## src/rtl/uart_seq_pkg.sv

```systemverilog
`default_nettype none
// ============================================================================
//  Module      : uart_seq_pkg
//  Description : Shared types and helpers for the FIFO-word-to-UART-byte
//                sequencer: FSM state encoding, default frame marker and the
//                byte-select function used to slice a 32-bit word into bytes.
//  Contents    : seq_state_e       - sequencer FSM states
//                DEFAULT_SYNC_BYTE - default frame marker byte
//                sel_byte()        - pick byte idx of a word, MSB- or LSB-first
//  Revision    : 1.0 - initial release
// ============================================================================
package uart_seq_pkg;

  typedef enum logic [2:0] {
    IDLE    = 3'd0,
    RD_WAIT = 3'd1,
    SEND    = 3'd2,
    WAIT_HI = 3'd3,
    WAIT_LO = 3'd4
  } seq_state_e;

  localparam logic [7:0] DEFAULT_SYNC_BYTE = 8'hA5;

  // Byte idx of a word carrying bpw bytes. MSB-first counts down from the
  // top populated byte, so a 2-byte word sends [15:8] then [7:0].
  function automatic logic [7:0] sel_byte(
    input logic [31:0] word,
    input logic [1:0]  idx,
    input logic [2:0]  bpw,
    input logic        msb_first
  );
    logic [1:0] pos;
    pos = msb_first ? 2'(bpw - 3'd1 - {1'b0, idx}) : idx;
    return word[{pos, 3'b000} +: 8];
  endfunction

endpackage
`default_nettype wire

```

## src/rtl/uart_word_sequencer.sv

```systemverilog
`default_nettype none
// ============================================================================
//  Module      : uart_word_sequencer
//  Description : Pops 32-bit words from a sample FIFO and feeds them, one byte
//                at a time, to a byte-wide UART transmitter. Each word may be
//                prefixed by a sync byte. Every byte is handshaked with the
//                transmitter: a one-cycle write strobe, then busy rising and
//                falling. A missing busy response is flagged (sticky) and the
//                byte is treated as sent so the sequence never stalls.
//  Ports       : clk_50m    in   system clock
//                reset      in   synchronous active-high reset
//                enable     in   allows new words to start (level)
//                fifo_empty in   FIFO read-side empty flag
//                fifo_q     in   FIFO read data [31:0]
//                fifo_rdreq out  one-cycle pop request
//                tx_busy    in   transmitter busy
//                tx_data    out  byte to transmitter [7:0]
//                tx_wr_en   out  one-cycle write strobe
//                seq_busy   out  high whenever the FSM is not idle
//                words_sent out  completed-word counter [15:0], wraps
//                ack_err    out  sticky busy-acknowledge timeout flag
//  Revision    : 1.0 - initial release
// ============================================================================
module uart_word_sequencer
  import uart_seq_pkg::*;
#(
  parameter int         BYTES_PER_WORD = 4,
  parameter bit         MSB_FIRST      = 1'b1,
  parameter bit         SYNC_EN        = 1'b1,
  parameter logic [7:0] SYNC_BYTE      = DEFAULT_SYNC_BYTE,
  parameter int         RD_LATENCY     = 1,
  parameter int         ACK_TIMEOUT    = 16
) (
  input  logic        clk_50m,
  input  logic        reset,
  input  logic        enable,
  input  logic        fifo_empty,
  input  logic [31:0] fifo_q,
  output logic        fifo_rdreq,
  input  logic        tx_busy,
  output logic [7:0]  tx_data,
  output logic        tx_wr_en,
  output logic        seq_busy,
  output logic [15:0] words_sent,
  output logic        ack_err
);

  localparam int               TMO_W      = $clog2(ACK_TIMEOUT + 1);
  localparam logic [2:0]       c_bpw      = 3'(BYTES_PER_WORD);
  localparam logic [1:0]       c_last_idx = 2'(BYTES_PER_WORD - 1);
  localparam logic [1:0]       c_rd_lat   = 2'(RD_LATENCY);
  localparam logic [TMO_W-1:0] c_tmo_last = TMO_W'(ACK_TIMEOUT - 1);
  localparam logic [TMO_W-1:0] c_tmo_one  = TMO_W'(1);

  seq_state_e       state_q;
  logic [1:0]       lat_cnt_q;
  logic [TMO_W-1:0] tmo_cnt_q;
  logic [1:0]       byte_idx_q;
  logic             sync_q;      // current byte is the frame marker
  logic [31:0]      word_q;

  logic             fifo_rdreq_q;
  logic [7:0]       tx_data_q;
  logic             tx_wr_en_q;
  logic             seq_busy_q;
  logic [15:0]      words_sent_q;
  logic             ack_err_q;

  logic [7:0]       tx_byte_d;
  logic [15:0]      words_sent_d;

  assign tx_byte_d    = sync_q ? SYNC_BYTE
                               : sel_byte(word_q, byte_idx_q, c_bpw, MSB_FIRST);
  assign words_sent_d = words_sent_q + 16'd1;

  always_ff @(posedge clk_50m) begin
    if (reset) begin
      state_q      <= IDLE;
      lat_cnt_q    <= '0;
      tmo_cnt_q    <= '0;
      byte_idx_q   <= '0;
      sync_q       <= 1'b0;
      word_q       <= '0;
      fifo_rdreq_q <= 1'b0;
      tx_data_q    <= '0;
      tx_wr_en_q   <= 1'b0;
      seq_busy_q   <= 1'b0;
      words_sent_q <= '0;
      ack_err_q    <= 1'b0;
    end else begin
      // Both strobes are single-cycle; only the states below raise them.
      fifo_rdreq_q <= 1'b0;
      tx_wr_en_q   <= 1'b0;

      unique case (state_q)
        IDLE: begin
          // tx_busy is checked so a word never starts on a transmitter that
          // is still draining something else.
          if (enable && !fifo_empty && !tx_busy) begin
            fifo_rdreq_q <= 1'b1;
            lat_cnt_q    <= '0;
            seq_busy_q   <= 1'b1;
            state_q      <= RD_WAIT;
          end
        end

        RD_WAIT: begin
          // The first RD_WAIT cycle carries the pop request itself, so the
          // count reaching RD_LATENCY means fifo_q has been valid for a cycle.
          if (lat_cnt_q == c_rd_lat) begin
            word_q     <= fifo_q;
            sync_q     <= SYNC_EN;
            byte_idx_q <= '0;
            state_q    <= SEND;
          end else begin
            lat_cnt_q <= lat_cnt_q + 2'd1;
          end
        end

        SEND: begin
          tx_data_q  <= tx_byte_d;
          tx_wr_en_q <= 1'b1;
          tmo_cnt_q  <= '0;
          state_q    <= WAIT_HI;
        end

        WAIT_HI: begin
          if (tx_busy) begin
            state_q <= WAIT_LO;
          end else if (tmo_cnt_q == c_tmo_last) begin
            // No acknowledge: flag it and move on as if the byte went out.
            ack_err_q <= 1'b1;
            state_q   <= WAIT_LO;
          end else begin
            tmo_cnt_q <= tmo_cnt_q + c_tmo_one;
          end
        end

        WAIT_LO: begin
          if (!tx_busy) begin
            if (sync_q) begin
              sync_q  <= 1'b0;
              state_q <= SEND;
            end else if (byte_idx_q < c_last_idx) begin
              byte_idx_q <= byte_idx_q + 2'd1;
              state_q    <= SEND;
            end else begin
              words_sent_q <= words_sent_d;
              seq_busy_q   <= 1'b0;
              state_q      <= IDLE;
            end
          end
        end

        default: begin
          seq_busy_q <= 1'b0;
          state_q    <= IDLE;
        end
      endcase
    end
  end

  assign fifo_rdreq = fifo_rdreq_q;
  assign tx_data    = tx_data_q;
  assign tx_wr_en   = tx_wr_en_q;
  assign seq_busy   = seq_busy_q;
  assign words_sent = words_sent_q;
  assign ack_err    = ack_err_q;

endmodule
`default_nettype wire

```

## config.mk

```make
export PLATFORM = sky130hd
export DESIGN_NAME = uart_word_sequencer
export DESIGN_NICKNAME = d
export VERILOG_FILES = /design/src/rtl/uart_seq_pkg.sv /design/src/rtl/uart_word_sequencer.sv
export SDC_FILE = /design/constraint.sdc
export NUM_CORES = 1
export LEC_CHECK = 0
export BUFFER_PORTS_ARGS = -buffer_cell sky130_fd_sc_hd__buf_2
export CORE_MARGIN = 4
export CORE_UTILIZATION = 47
export CTS_CLUSTER_DIAMETER = 120
export DETAILED_ROUTE_END_ITERATION = 12
export GPL_TIMING_DRIVEN = 0
export PLACE_DENSITY_LB_ADDON = 0.08
export SKIP_CTS_REPAIR_TIMING = 1
export SLEW_MARGIN = 20
export SYNTH_ARGS = -nofsm -noshare
export SYNTH_HDL_FRONTEND = slang
export SYNTH_SLANG_ARGS = --single-unit
```

## constraint.sdc

```tcl
create_clock -name clk_50m -period 5.38 [get_ports clk_50m]
set_input_delay 1.076 -clock clk_50m [delete_from_list [all_inputs] [get_ports clk_50m]]
set_output_delay 1.076 -clock clk_50m [all_outputs]
set_load 0.05 [all_outputs]
```

Word-level counts from Yosys, hierarchy flattened
Cells that the tools add are included.
W data, S select, Z words.

word-level totals
  bits in registers = 73
  input port bits = 37

cells by class
  add/subtract/negate cells = 5
  magnitude comparators = 1
  equal/unequal tests = 16
  shifts and indexed selects = 1
  muxes and demuxes = 30
  bitwise gates (word level) = 5
  reductions and logical operators = 19

operators by type and width
  operator                 count
  $shiftx A32 B6 Y8        1
  $ne A2 B2 Y1 const B     9
  $add A16 B1 Y16 const B  1
  $mux W2                  8
  $mux W3                  5
  $pmux W3 S5              1
  $reduce_and A3 Y1        4
  $mux W5                  2
  $pmux W5 S2              1
  $reduce_and A5 Y1        2
  $mux W1                  8
  $mux W8                  1
  $pmux W2 S2              2
  $reduce_and A4 Y1        2
  $eq A3 B2 Y1 const B     2
  $reduce_bool A2 Y1       3
  $add A5 B1 Y5 const B    1
  $eq A5 B4 Y1 const B     1
  $not A1 Y1               5
  $add A2 B1 Y2 const B    2
  $eq A3 B1 Y1 const B     1
  $eq A3 B3 Y1 const B     1
  $logic_not A3 Y1         1
  $ne A3 B3 Y1 const B     1
  10 further kinds         12

Longest topological paths before layout
  depth after elaboration = 5
  depth in mapped cells = 7
  depth with buffers taken out = 7

Least setup slack after synthesis
No wires, ideal clock.

  path type = input port to flip-flop
  from = input port tx_busy
  to = register words_sent_q[15], in the netlist words_sent[15]
  setup time = 0.070 ns
  arrival = 2.691 ns
  required time = 5.310 ns
  slack = 2.618 ns
  stages = 6
  path through = buf_6 or3b_4 or3_1 buf_2 or4_1 a21oi_1

on the way
  cells in the longest elaborated chain, start to end = 2

RTL lines
  element                      RTL line                    source
  start: declaration           uart_word_sequencer.sv:40   input logic tx_busy,
  $not A1 Y1 (no line)         n/a
  $reduce_and A4 Y1 (no line)  n/a
  end signal: assignment       uart_word_sequencer.sv:148  words_sent_q <= words_sent_d;
  end: declaration             uart_word_sequencer.sv:66   logic [15:0] words_sent_q;

Every way passes these cells.
A chain may end at the register's enable or synchronous reset.

Worst setup path after layout
Same ends and word-level chain as after synthesis.

==> run_results.csv <==
group,metric,value,unit
global_routing,first_pass_grt_wire_length,13150,um
critical_path,critical_path.top_delay_family,"simple AND/OR/NAND/NOR gates",
floorplan,fp.dieW,89.75,um
routing,routed_wirelength,7934,um
timing,finalCritPeriodShare,47.25,%
timing,timing.fmax,393.4,MHz
finish,final_nets,487,
critical_path,timing.critical_path.from_type,"input port",
timing,fin_setup_tns,0,ns
yosys,synth_enable_flop_cells,0,
floorplan,initial_utilization,48.90,%
critical_path,critPathKind,"in2reg",
critical_path,worstPathArrival,2.81,ns
finish,n_antenna_cell,0,
yosys,syn_area_per_cell,8.442,sq um
yosys,netlist_instances,372,
critical_path,slowest_delay,0.51,ns
global_routing,grt_overflow,0,
floorplan,floorplan_row_count,29,
yosys,synth_fp_nets,414,
routing,detail_route.wl_per_cell,15.06,um
power_and_ir_drop,power_per_cell_area,287.9,nW/um^2
critical_path,timing.critical_path.buf_inv,2,
routing,number_of_vias_after_detailed_routing,2821,
yosys,synth_common_cells,"sky130_fd_sc_hd__nand2_1 (79), sky130_fd_sc_hd__dfxtp_1 (73), sky130_fd_sc_hd__a21oi_1 (51)",
placement,detailed_place_hpwl,5734,um
finish,drive_above_1_share,20.00,%
placement,placement.io_buffers,62,
critical_path,worstSetupEndpointType,"register",
routing,drc_errors,0,
yosys,post_synthesis_sequential_element_count,73,
global_routing,grt_pass1_vias,2718,
min_path,timing.hold.worst.class,"reg2reg",
critical_path,crit_path_max_fanout,9,
routing,drt_pre_antenna_iters,4,
floorplan,dieArea,8054,sq um
timing,clock-skew-final,0.01214,ns
status,status,"finished, final reports clean",
timing,final_max_slew_viol_count,0,
clock_tree,ctsHtreeMaxLevel,3,
power_and_ir_drop,vdd_ir_drop_max,0.1602,mV
finish,final_util,58.68,%
clock_tree,cts_num_sinks,73,
global_routing,grt_max_degree,13,
finish,final_area,3769,sq um
power_and_ir_drop,cellLeakagePower,1.410,nW
clock_tree,max-clock-path-buffers,2,
yosys,ys_async_sr_fraction,0,%
yosys,ys_seq_area_share,46.53,%
critical_path,cp_data_required_time,5.64,ns
yosys,post-synth-top-area-fraction,46.53,%
timing,measured_slew_at_the_worst_slew_check_pin,0.7923,ns
routing,vias_per_cell,5.353,
yosys,yosysWarningCount,0,
placement,placement.cell_area,3547,sq um
clock_tree,cts-buffers-inserted,9,
finish,fillerInstances,623,
placement,gp_congestion,0.8053,
timing,finalHoldViolCount,0,
yosys,post-synth-top-count-cell,"sky130_fd_sc_hd__nand2_1",
finish,layout_overhead_on_the_synthesized_area,20.00,%
routing,ant_nets,0,
clock_tree,cts_tree,"yes",
routing,initialDrtViolationCount,105,
yosys,netlist-cell-type-count,43,
finish,layout.area.seq,1461,sq um
job,cap_viol_max_count,0,
floorplan,core_area,6422,sq um
yosys,post-synth-top-area-cell,"sky130_fd_sc_hd__dfxtp_1",
timing,rsz0062_at_grt,"false",
yosys,synthTopCellsByArea,"sky130_fd_sc_hd__dfxtp_1 (47%), sky130_fd_sc_hd__nand2_1 (9.4%), sky130_fd_sc_hd__a21oi_1 (8.1%)",
timing,finalCriticalPeriod,2.542,ns
clock_tree,insertion_delay,0.34,ns
clock_tree,cts.root.buffer_cell,"sky130_fd_sc_hd__clkbuf_8",
yosys,post_synthesis_cell_area,3141,sq um
floorplan,die_height,89.75,um
global_routing,grt_antenna_before_repair,0,
critical_path,cp_slowest_cell,"sky130_fd_sc_hd__or4_1",
finish,multiInputGateArea,1546,sq um
timing,report.final.setup_viol,0,
critical_path,worstPathCellList,"buf_6 -> or3b_4 -> or3_1 -> buf_2 -> or4_1 -> a21oi_1",
global_routing,globalRouteTotalUtil,19.79,%
floorplan,io-pin-count,65,
clock_tree,clk_pin_slew_worst_paths,0.08,ns
timing,timing.max_slew.rel_slack,47.06,%
yosys,synth_flop_cell,"sky130_fd_sc_hd__dfxtp_1",
==> routing by layer <==
layer  track usage [%]  share of wire [%]
met5                 0                  0
met4             3.959                  0
met3             5.342                6.4
met2             31.64                 47
met1             27.14                 47
==> state kept, by name, summed over array words and instances, names as in the netlist <==
signal / count
word_q: 32
words_sent: 16
tx_data: 8
tmo_cnt_q: 5
state_q: 3
byte_idx_q: 2
lat_cnt_q: 2
ack_err: 1
fifo_rdreq: 1
seq_busy: 1
sync_q: 1
tx_wr_en: 1
==> cell type report <==
type                       instances  share of cell area [%]
timing repair buffer              62                   8.234
multi-input combinational        266                   41.04
clock buffer                      12                   3.851
sequential                        73                   38.78
clock inverter                     4                   2.025
tap                               77                   2.556
inverter                           6                  0.5976
buffer                            27                   2.922
==> cell usage in the layout, fill, tap and decap left out, drive strengths merged, types with 4 or more instances in the layout <==
cell type and n:
o22ai 4, mux4 8, dfxtp 73, nor2 27, or3 8, nor3b 4, a21oi 51, nand4 4
clkbuf 36, a22oi 7, nor3 5, nand2 79, nand3 13, buf 65, inv 6, and3 5
o21ai 10, ha 5
==> tightest hold or removal path, delay by kind of cell (launching register included) <==
| family | cells | cell delay [ns] |
|---|---|---|
| compound gates | 1 | 0.05 |
| flops | 1 | 0.31 |
| simple gates | 1 | 0.05 |
==> through the flow <==
step / instances / hold WS [ns] / total power, mW / setup slack (ns)
2_1_floorplan: 372 / 0.4319 / 0.5942 / 2.618
3_3_place_gp: 511 / 0.4384 / 0.6182 / 2.525
3_5_place_dp: 511 / 0.4467 / 0.6191 / 2.481
4_1_cts: 527 / 0.4565 / 1.095 / 2.836
5_1_grt: 527 / 0.4681 / 1.123 / 2.783
6_report: 527 / 0.4545 / 1.085 / 2.838
==> where the power goes <==
group          switching, mW  internal [mW]  total (mW)
Sequential           0.00390          0.545       0.549
Combinational         0.0358         0.0217      0.0575
Clock                  0.203          0.275       0.479
Total                  0.243          0.842        1.09
==> kinds of logic after synthesis <==
| family | Yosys count | synth area share (%) |
|---|---|---|
| buf+inv | 33 | 4.223 |
| mux | 9 | 6.096 |
| flops | 73 | 46.53 |
| xor+xnor | 6 | 1.674 |
| simple gates | 163 | 24.38 |
| fa+ha+maj | 5 | 1.992 |
| compound gates | 83 | 15.10 |
==> final timing paths <==
path                                    start        endpoint  slack [ns]  depth (start not counted)
worst max register to register  byte_idx_q[0]  words_sent[15]        3.14                          6
worst max-delay path                  tx_busy  words_sent[15]        2.84                          6
worst min-delay path               word_q[17]      word_q[17]        0.45                          2
worst min register to register     word_q[17]      word_q[17]        0.45                          2
Power figures use the tool's default switching activity.
